--- src/rtl/m3_ramp_ctrl_if.sv ---
// Command/status bundle between the command layer (master) and m3_ramp_ctrl (slave).
interface m3_ramp_ctrl_if;
  logic        cmdStartI;
  logic        cmdStopI;
  logic        forceStopI;
  logic        speedINCi;
  logic        speedDECi;
  logic        nextCalc_1i;
  logic        m3startO;
  logic [31:0] dstRoundLenO;
  logic [2:0]  stateO;
  logic        atSpeedO;
  logic        faultO;

  modport master (
    output cmdStartI, cmdStopI, forceStopI, speedINCi, speedDECi, nextCalc_1i,
    input  m3startO, dstRoundLenO, stateO, atSpeedO, faultO
  );

  modport slave (
    input  cmdStartI, cmdStopI, forceStopI, speedINCi, speedDECi, nextCalc_1i,
    output m3startO, dstRoundLenO, stateO, atSpeedO, faultO
  );
endinterface

--- src/rtl/m3_ramp_ctrl.sv ---
// Motor-3 ramp sequencer: start/stop/speed commands -> step-calculator enable and slice length.
// Optional stall watchdog enabled by defining M3_RAMP_STALL_WDG_EN.
module m3_ramp_ctrl #(
  parameter int unsigned             PERIOD_W    = 22,
  parameter logic [PERIOD_W-1:0]     PERIOD_MAX  = 22'd400000,
  parameter logic [PERIOD_W-1:0]     PERIOD_MIN  = 22'd2000,
  parameter logic [PERIOD_W-1:0]     PERIOD_INIT = 22'd100000,
  parameter logic [PERIOD_W-1:0]     RAMP_STEP   = 22'd20000,
  parameter logic [PERIOD_W-1:0]     SPEED_STEP  = 22'd1000,
  parameter logic [31:0]             WDG_LIMIT   = 32'd50000000
) (
  input  logic          clkI,
  input  logic          nRstI,
  m3_ramp_ctrl_if.slave bus
);

  typedef enum logic [2:0] {
    StIdle  = 3'd0,
    StRamp  = 3'd1,
    StRun   = 3'd2,
    StDecel = 3'd3,
    StHalt  = 3'd4
  } state_e;

  state_e                state_q, state_d;
  logic [PERIOD_W-1:0]   cur_q, cur_d;
  logic [PERIOD_W-1:0]   tgt_q, tgt_d;
  logic                  start_q, start_d;
  logic                  at_speed_q, at_speed_d;
  logic [PERIOD_W:0]     tgt_sub, tgt_add;
  logic                  wdg_trip;
  logic                  start_blocked;

  // Move cur toward goal by at most RAMP_STEP, landing exactly on goal when close.
  function automatic logic [PERIOD_W-1:0] ramp_toward(input logic [PERIOD_W-1:0] cur,
                                                      input logic [PERIOD_W-1:0] goal);
    logic [PERIOD_W-1:0] diff;
    if (goal >= cur) begin
      diff = goal - cur;
      return (diff > RAMP_STEP) ? cur + RAMP_STEP : goal;
    end else begin
      diff = cur - goal;
      return (diff > RAMP_STEP) ? cur - RAMP_STEP : goal;
    end
  endfunction

  always_comb begin
    tgt_d   = tgt_q;
    tgt_sub = {1'b0, tgt_q} - {1'b0, SPEED_STEP};
    tgt_add = {1'b0, tgt_q} + {1'b0, SPEED_STEP};
    if (bus.speedINCi && !bus.speedDECi) begin
      tgt_d = (tgt_sub[PERIOD_W] || (tgt_sub < {1'b0, PERIOD_MIN})) ? PERIOD_MIN
                                                                     : tgt_sub[PERIOD_W-1:0];
    end else if (bus.speedDECi && !bus.speedINCi) begin
      tgt_d = (tgt_add > {1'b0, PERIOD_MAX}) ? PERIOD_MAX : tgt_add[PERIOD_W-1:0];
    end
  end

  always_comb begin
    state_d = state_q;
    cur_d   = cur_q;
    start_d = start_q;
    if (bus.forceStopI || wdg_trip) begin
      state_d = StIdle;
      start_d = 1'b0;
      cur_d   = PERIOD_MAX;
    end else if (bus.cmdStopI && (state_q == StRamp || state_q == StRun)) begin
      state_d = StDecel;
    end else if (bus.cmdStartI && !start_blocked &&
                 (state_q == StIdle || state_q == StDecel || state_q == StHalt)) begin
      state_d = StRamp;
      start_d = 1'b1;
    end else begin
      unique case (state_q)
        StIdle: cur_d = PERIOD_MAX;
        StRamp: begin
          if (bus.nextCalc_1i) begin
            cur_d = ramp_toward(cur_q, tgt_q);
            if (cur_d == tgt_q) state_d = StRun;
          end
        end
        StRun: if (tgt_q != cur_q) state_d = StRamp;
        StDecel: begin
          if (bus.nextCalc_1i) begin
            cur_d = ramp_toward(cur_q, PERIOD_MAX);
            if (cur_d == PERIOD_MAX) state_d = StHalt;
          end
        end
        StHalt: begin
          // Drop the enable only on a round boundary.
          if (bus.nextCalc_1i) begin
            state_d = StIdle;
            start_d = 1'b0;
          end
        end
        default: begin
          state_d = StIdle;
          start_d = 1'b0;
          cur_d   = PERIOD_MAX;
        end
      endcase
    end
    at_speed_d = (state_d == StRun);
  end

  always_ff @(posedge clkI or negedge nRstI) begin
    if (!nRstI) begin
      state_q    <= StIdle;
      cur_q      <= PERIOD_MAX;
      tgt_q      <= PERIOD_INIT;
      start_q    <= 1'b0;
      at_speed_q <= 1'b0;
    end else begin
      state_q    <= state_d;
      cur_q      <= cur_d;
      tgt_q      <= tgt_d;
      start_q    <= start_d;
      at_speed_q <= at_speed_d;
    end
  end

`ifdef M3_RAMP_STALL_WDG_EN
  logic [31:0] wdg_q, wdg_d;
  logic        fault_q, fault_d;

  always_comb begin
    wdg_trip = start_q && !bus.nextCalc_1i && (wdg_q == WDG_LIMIT - 32'd1);
    wdg_d    = (!start_q || bus.nextCalc_1i || wdg_trip) ? 32'd0 : wdg_q + 32'd1;
    fault_d  = bus.forceStopI ? 1'b0 : (fault_q | wdg_trip);
  end

  always_ff @(posedge clkI or negedge nRstI) begin
    if (!nRstI) begin
      wdg_q   <= 32'd0;
      fault_q <= 1'b0;
    end else begin
      wdg_q   <= wdg_d;
      fault_q <= fault_d;
    end
  end

  assign start_blocked = fault_q;
  assign bus.faultO    = fault_q;
`else
  logic unused_wdg_limit;
  assign unused_wdg_limit = ^WDG_LIMIT;
  assign wdg_trip         = 1'b0;
  assign start_blocked    = 1'b0;
  assign bus.faultO       = 1'b0;
`endif

  assign bus.m3startO     = start_q;
  assign bus.dstRoundLenO = 32'(cur_q);
  assign bus.stateO       = state_q;
  assign bus.atSpeedO     = at_speed_q;

endmodule
--- src/flat_wrapper.sv ---
// flat-port wrapper written by rule: the top's interface ports become plain ports
module m3_ramp_ctrl_flat 
#(
  parameter int unsigned             PERIOD_W    = 22,
  parameter logic [PERIOD_W-1:0]     PERIOD_MAX  = 22'd400000,
  parameter logic [PERIOD_W-1:0]     PERIOD_MIN  = 22'd2000,
  parameter logic [PERIOD_W-1:0]     PERIOD_INIT = 22'd100000,
  parameter logic [PERIOD_W-1:0]     RAMP_STEP   = 22'd20000,
  parameter logic [PERIOD_W-1:0]     SPEED_STEP  = 22'd1000,
  parameter logic [31:0]             WDG_LIMIT   = 32'd50000000
)
  (clkI, nRstI, bus_cmdStartI, bus_cmdStopI, bus_forceStopI, bus_speedINCi, bus_speedDECi, bus_nextCalc_1i, bus_m3startO, bus_dstRoundLenO, bus_stateO, bus_atSpeedO, bus_faultO);
  m3_ramp_ctrl_if bus_i ();
  input  logic clkI;
  input  logic nRstI;
  input wire logic [$bits(bus_i.cmdStartI)-1:0] bus_cmdStartI;
  input wire logic [$bits(bus_i.cmdStopI)-1:0] bus_cmdStopI;
  input wire logic [$bits(bus_i.forceStopI)-1:0] bus_forceStopI;
  input wire logic [$bits(bus_i.speedINCi)-1:0] bus_speedINCi;
  input wire logic [$bits(bus_i.speedDECi)-1:0] bus_speedDECi;
  input wire logic [$bits(bus_i.nextCalc_1i)-1:0] bus_nextCalc_1i;
  output wire logic [$bits(bus_i.m3startO)-1:0] bus_m3startO;
  output wire logic [$bits(bus_i.dstRoundLenO)-1:0] bus_dstRoundLenO;
  output wire logic [$bits(bus_i.stateO)-1:0] bus_stateO;
  output wire logic [$bits(bus_i.atSpeedO)-1:0] bus_atSpeedO;
  output wire logic [$bits(bus_i.faultO)-1:0] bus_faultO;
  assign bus_i.cmdStartI = bus_cmdStartI;
  assign bus_i.cmdStopI = bus_cmdStopI;
  assign bus_i.forceStopI = bus_forceStopI;
  assign bus_i.speedINCi = bus_speedINCi;
  assign bus_i.speedDECi = bus_speedDECi;
  assign bus_i.nextCalc_1i = bus_nextCalc_1i;
  assign bus_m3startO = bus_i.m3startO;
  assign bus_dstRoundLenO = bus_i.dstRoundLenO;
  assign bus_stateO = bus_i.stateO;
  assign bus_atSpeedO = bus_i.atSpeedO;
  assign bus_faultO = bus_i.faultO;
  m3_ramp_ctrl #(.PERIOD_W(PERIOD_W), .PERIOD_MAX(PERIOD_MAX), .PERIOD_MIN(PERIOD_MIN), .PERIOD_INIT(PERIOD_INIT), .RAMP_STEP(RAMP_STEP), .SPEED_STEP(SPEED_STEP), .WDG_LIMIT(WDG_LIMIT)) u_core (.clkI(clkI), .nRstI(nRstI), .bus(bus_i));
endmodule
--- config.mk ---
export PLATFORM = sky130hd
export DESIGN_NAME = m3_ramp_ctrl_flat
export DESIGN_NICKNAME = d
export VERILOG_FILES = /design/src/rtl/m3_ramp_ctrl_if.sv /design/src/rtl/m3_ramp_ctrl.sv /design/src/flat_wrapper.sv
export SDC_FILE = /design/constraint.sdc
export NUM_CORES = 1
export LEC_CHECK = 0
export CORE_ASPECT_RATIO = 2
export CORE_MARGIN = 5
export CORE_UTILIZATION = 35
export CTS_BUF_LIST = sky130_fd_sc_hd__clkbuf_16
export DETAILED_ROUTE_END_ITERATION = 16
export PLACE_DENSITY = 0.63
export SLEW_MARGIN = 30
export SYNTH_ARGS = -nofsm -noshare
export SYNTH_HDL_FRONTEND = slang
export SYNTH_SLANG_ARGS = --single-unit
--- constraint.sdc ---
create_clock -name clkI -period 5.6 [get_ports clkI]
set_input_delay 1.12 -clock clkI [delete_from_list [all_inputs] [get_ports clkI]]
set_output_delay 1.12 -clock clkI [all_outputs]
set_load 0.05 [all_outputs]
Yosys cells after proc, flatten, opt, wreduce, memory -nomap -nowiden:

Cells that the tools add are included.

* add/sub/neg operators: 8
* multiply operators: 0
* div/mod/pow operators: 0
* magnitude comparators: 8
* equality and inequality tests: 15
* shift-type cells: 0
* mux-type cells: 41
* bitwise logic cells: 0
* reductions and logical operators: 16

Operator list (count)
* $mux W22: 25
* $gt A22 B15 Y1 const B: 4
* $pmux W22 S3: 1
* $sub A22 B22 Y22: 2
* $mux W3: 9
* $add A22 B10 Y23 const B: 1
* $gt A23 B19 Y1 const B: 1
* $lt A23 B11 Y1 const B: 1
* $sub A22 B10 Y23 const B: 1
* $add A22 B15 Y22 const B: 1
* $eq A22 B19 Y1 const B: 1
* $eq A22 B22 Y1: 1
* $ge A19 B22 Y1 const A: 1
* $ge A22 B22 Y1: 1
* $ne A22 B22 Y1: 1
* $sub A19 B22 Y22 const A: 1
* $sub A22 B15 Y22 const B: 1
* $sub A22 B19 Y22 const B: 1
* $pmux W3 S5: 1
* $eq A3 B2 Y1 const B: 3
* $ne A3 B3 Y1 const B: 2
* $reduce_and A5 Y1: 1
* $logic_and A1 B1 Y1: 4
* $logic_or A1 B1 Y1: 4
* 14 further kinds: 19

* bits in registers: 49
* bits in latches: 0
* bits in writable memories: 0
* bits in read-only memories: 0
* input port bits: 8
* output and inout port bits: 38
* logic and storage cells: 93
* memories kept: 0

Longest topological paths before layout:

* word-level depth: 17
* mapped depth: 18
* mapped depth without buffers: 14

Least setup slack after synthesis:

Ideal clock, no wire load.

* path kind: reg2reg
* from: register u_core.cur_q[7]
* to: register u_core.at_speed_q (netlist: u_core.bus.atSpeedO)
* library setup time: 67 ps
* arrival: 4829 ps
* required time: 5533 ps
* setup slack: 704 ps
* stages on the path, launching flop included: 19
* buffers on the path: 4
* period minus slack after synthesis: 4896 ps
* cell sequence: dfstp_2 > clkbuf_1 > clkbuf_1 > inv_1 > ha_1 > buf_2 > a21oi_1 > o21a_1 > a21oi_1 > nor4_2 > nor4_1 > or4_4 > a2111oi_4 > nor2_2 > buf_6 > a211o_1 > a221o_1 > o41ai_2 > and3b_1

* longest elaborated chain between the ends: 17
* elaborated cells on any way between the ends: 41
* classes of those cells: 6 x add/sub; 6 x order compare; 4 x eq/ne; 25 x mux

Ends and longest elaborated chain
* start: declaration: RTL line m3_ramp_ctrl.sv:26 `logic [PERIOD_W-1:0] cur_q, cur_d;`
* start signal: assignment: RTL line m3_ramp_ctrl.sv:115 `cur_q <= cur_d;`
* $sub A22 B19 Y22 (tied with other cells): RTL line m3_ramp_ctrl.sv:42 `diff = cur - goal;`
* $gt A22 B15 Y1 (on tied branches): RTL line m3_ramp_ctrl.sv:43, m3_ramp_ctrl.sv:40
* $mux W22 (on tied branches): RTL line m3_ramp_ctrl.sv:43, m3_ramp_ctrl.sv:40
* $mux W22: RTL line m3_ramp_ctrl.sv:38 `if (goal >= cur) begin`
* $mux W22 (on tied branches): RTL line m3_ramp_ctrl.sv:84, m3_ramp_ctrl.sv:77
* $mux W22: RTL line m3_ramp_ctrl.sv:74 `unique case (state_q)`
* $mux W22: RTL line m3_ramp_ctrl.sv:69 `end else if (bus.cmdStartI && !start_blocked &&`
* $mux W22: RTL line m3_ramp_ctrl.sv:67 `end else if (bus.cmdStopI && (state_q == StRamp || state_q == StRun)) begin`
* [2 not listed]
* $mux W3 (on tied branches): RTL line m3_ramp_ctrl.sv:86, m3_ramp_ctrl.sv:79
* $mux W3 (on tied branches): RTL line m3_ramp_ctrl.sv:84, m3_ramp_ctrl.sv:77
* $pmux W3 S5 (*): RTL line m3_ramp_ctrl.sv:74
* $mux W3 (*): RTL line m3_ramp_ctrl.sv:69
* $mux W3 (*): RTL line m3_ramp_ctrl.sv:67
* $mux W3 (*): RTL line m3_ramp_ctrl.sv:63 `if (bus.forceStopI || wdg_trip) begin`
* $eq A3 B2 Y1 (*): RTL line m3_ramp_ctrl.sv:103 `at_speed_d = (state_d == StRun);`
* named net u_core.at_speed_d: RTL line m3_ramp_ctrl.sv:29 `logic at_speed_q, at_speed_d;`
* end signal: assignment: RTL line m3_ramp_ctrl.sv:118 `at_speed_q <= at_speed_d;`
* end: declaration: RTL line m3_ramp_ctrl.sv:29

Mark *: on every way through the listed nets, which the timed path passes. The rest lies on a longest branch. The select of a mux whose other input is x is not followed.
A chain may end at the register's enable or synchronous reset.

Worst setup path in the final report:

Same ends and word-level chain as after synthesis.

==> flow_summary.toml <==
[drt]
wl_per_cell_um = 27.1
drcViolationCount = 0
ant_nets = 0
drt-initial-drc-count = 958
dr.pass1.iters = 6
route.vias.total = 9460
routed_wl_um = 38800
via_per_inst = 6.60

[timing]
rsz0062_at_grt = "no"
hold_viol_final = 0
fin_hold_ws_ns = 0.613
fmax_ghz = 0.188
period_needed_ns = 5.31
slew_headroom = 0.323
slew_violations = 0
max_slew.worst_pin.slew_ns = 1.01
fin_setup_tns_ns = 0
clock-skew-final_ns = 0.0118
timing.final.crit_share = 0.949
setup_viol = 0

[pwr]
p_sw_mw = 4.20
switching_share = 0.605
p_clk_frac = 0.059
seq_power_share = 0.100
ir_worst_vdd_mv = 0.288
power_per_cell_area_nw_per_um2 = 779
leakagePower_nw = 3.52
power_frac_comb = 0.841
p_int_mw = 2.74

[global_route]
grt_max_degree = 47
grtUsageTotal = 0.291
grt_pass1_vias = 9207
grt_pass1_wl_um = 56500
gr-total-overflow = 0
antenna_found_initial = 0

[logic_synthesis]
synthMuxAreaShare = 0.0156
synth_area_leaders = "dfrtp_1, ha_1, xnor2_1"
synth_xor_area_frac = 0.0897
synth.distinct_cells = 93
ys_seq_area_frac = 0.146
ys_ff_latch = 46
synth_compound_area_frac = 0.337
synth_top_family_by_area = "compound AO/OA/AOI/OAI gates"
synth_flop_cell = "dfrtp_1"
synth-warning-count = 0
synth_fa_ha_area_frac = 0.0719
synth-simple-area-share = 0.256
syn_inst = 1136
synth_largest_area_cell = "dfrtp_1"
netlist.area_leader.share = 0.106
synth_edf_count = 0
postSynthAreaPerCell_um2 = 7.05
async_reset_ff_frac = 1.00
netlist_area_um2 = 8010

[worst_setup_path]
cp_slowest_cell = "dfstp_2"
required_ns = 5.85
path_class = "flop to flop"
path_depth = 14
crit_path_end = "u_core.bus.atSpeedO"
worstReg2RegStart = "u_core.cur_q[7]"
cp_top_family = "compound AO/OA/AOI/OAI gates"
r2r_setup_slack_ns = 0.29
endpoint_kind = "flop"
worstSetupStartpoint = "u_core.cur_q[7]"
timing.critical_path.buf_inv = 1
cp.arrival_ns = 5.56
crit_chain = "inv_1, ha_1, nand4_1, o21bai_1, and3_1, nor4_2, nor4_1, or4_4, a2111oi_4, nor2_2, a22o_2, a221o_1, o41ai_2, and3b_1"
critPathMaxFanout = 21
critPathMaxStageDelay_ns = 0.77
start_kind = "flop"
r2r_end = "u_core.bus.atSpeedO"
r2r_cells = 14

[clock_tree]
post_cts_resized = 0
cts_num_sinks = 46
clkLatencyLatePin_ns = 0.31
postCtsSetupRepairBufs = 0
cts.clk_slew.worst_paths_ns = 0.08
clockBufferDepth = 2
cts_max_level = 2
ctsRootBufferMaster = "clkbuf_16"
cts_tree = "built"
numCtsBuffers = 5
postCtsHoldBufs = 0

[final_layout]
multi_input_area_um2 = 6200
fin_cells = 1434
drive_gt1_frac = 0.0989
final_nets = 1206
layout.area.seq_um2 = 1170
post-route-util = 0.393
n_fill_cell = 2417
area_delta_synth_final_pct = 11.2

[placement]
port_buffers = 34
dp_cells = 1425
hpwlAfterDp_um = 30700
place.gp.congestion = 1.03

[die]
die_width_um = 117
io_pins = 46
die_h_um = 224
dieArea_um2 = 26200
start_util = 0.354
core_area_um2 = 22600
rows = 78

[status]
status = "finished, final reports clean"

[hold_path]
hold_path_class = "flop to flop"

[job]
cap_violations = 0
registers in the layout (all words and copies together) (netlist names):
signal and flops:
u_core.bus.atSpeedO 1, u_core.bus.m3startO 1, u_core.bus.stateO 3, u_core.cur_q 22
u_core.tgt_q 19
power by group through the flow:
stage / clock, mW / combinational [mW] / sequential [mW]
3_5_place_dp: 0 / 5.60 / 0.689
3_3_place_gp: 0 / 5.60 / 0.689
2_1_floorplan: 0 / 3.77 / 0.699
4_1_cts: 0.413 / 5.62 / 0.682
6_report: 0.408 / 5.83 / 0.695
5_1_grt: 0.421 / 6.16 / 0.708
placed cells by master (no fill, tap or decap), types with 8 or more instances in the layout:
cell type        Yosys  routed
nand2b_1            10      10
nand2_1             89      89
ha_1                46      46
a21o_1              15      15
and3_1              16      16
o211ai_1            12      12
o22ai_1              8       8
o31ai_1              9       9
and2_1              11      11
nand3_1             38      38
conb_1               1      11
o221ai_1            10      10
dfrtp_1             34      34
or3_1               14      14
nand4_1             28      28
xor2_1              17      17
clkdlybuf4s50_1      0      33
a22oi_1             14      14
o21a_1              11      11
a221oi_1            20      20
mux2i_1              8       8
o21ai_0             73      73
a31oi_1             21      21
nor3_1              36      36
dfstp_2             12      12
nor2_1             102     102
a21oi_1             88      88
buf_4               19      58
xnor2_1             65      65
a211oi_1            26      26
nor4_1              16      16
or2_2                8       8
inv_1               51      51
cell families after synthesis:
| logic type | Yosys count |
|---|---|
| muxes | 12 |
| DFF | 46 |
| and+or+nand+nor | 405 |
| xor gates and xnor gates | 82 |
| buffers and inverters | 152 |
| AOI/OAI and AO/OA | 392 |
| other | 1 |
| adders and majority gates | 46 |
how the worst min path moves through the flow:
stage	startpoint	to	cells after the start
finish	u_core.cur_q[18]	u_core.cur_q[18]	1
global route	u_core.cur_q[18]	u_core.cur_q[18]	1
CTS	u_core.cur_q[18]	u_core.cur_q[18]	1
detailed placement	u_core.cur_q[18]	u_core.cur_q[18]	1
global placement	u_core.cur_q[18]	u_core.cur_q[18]	1
floorplan	u_core.tgt_q[20]	u_core.tgt_q[20]	1
Yosys cell counts, types with 8 or more instances:
cell        n
buf_2       8
nand3_1    38
o21ai_0    73
buf_4      19
inv_1      51
nand2_1    89
o22ai_1     8
dfstp_2    12
o31ai_1     9
nand4_1    28
a31oi_1    21
or3_1      14
dfrtp_1    34
a22oi_1    14
a221oi_1   20
and2_1     11
a211oi_1   26
ha_1       46
clkbuf_1   60
a21oi_1    88
or2_2       8
xnor2_1    65
o21a_1     11
a21o_1     15
o211ai_1   12
nor3_1     36
xor2_1     17
nor2_1    102
mux2i_1     8
nand2b_1   10
nor4_1     16
and3_1     16
o221ai_1   10
metrics by stage:
step | area, um^2 | total power [mW] | worst slack [ns]
after floorplan | 8040 | 4.47 | 0.704
after global placement | 8710 | 6.29 | 0.488
after detailed placement | 8710 | 6.29 | 0.454
after CTS | 8900 | 6.72 | 0.429
after global routing | 8900 | 7.29 | 0.0818
final | 8900 | 6.93 | 0.286
layer usage:
metal  vias to the layer above  share of wire  global-route usage
li1                       4257              -                   -
met1                      4532           0.33               0.288
met2                       471           0.53               0.531
met3                       200          0.039              0.0189
met4                         0           0.10               0.244
met5                         -              0                   0
cell type report:
class / count / share of cell area
antenna: 1 / 0.000281
multi-input combinational: 948 / 0.697
clock buffer: 5 / 0.0141
clock inverter: 3 / 0.00717
tap: 280 / 0.0394
timing repair buffer: 93 / 0.0871
sequential: 46 / 0.131
inverter: 58 / 0.0245
worst register-to-register path, cell delays in order, from the launching register on:
cell       delay, ns
dfstp_2         0.77
inv_1           0.19
ha_1            0.55
nand4_1         0.22
o21bai_1        0.25
and3_1          0.22
nor4_2          0.27
nor4_1          0.13
or4_4           0.58
a2111oi_4       0.62
nor2_2          0.22
a22o_2          0.31
a221o_1         0.39
o41ai_2         0.35
and3b_1         0.19
Note: power is estimated with default switching activity, not from simulation.
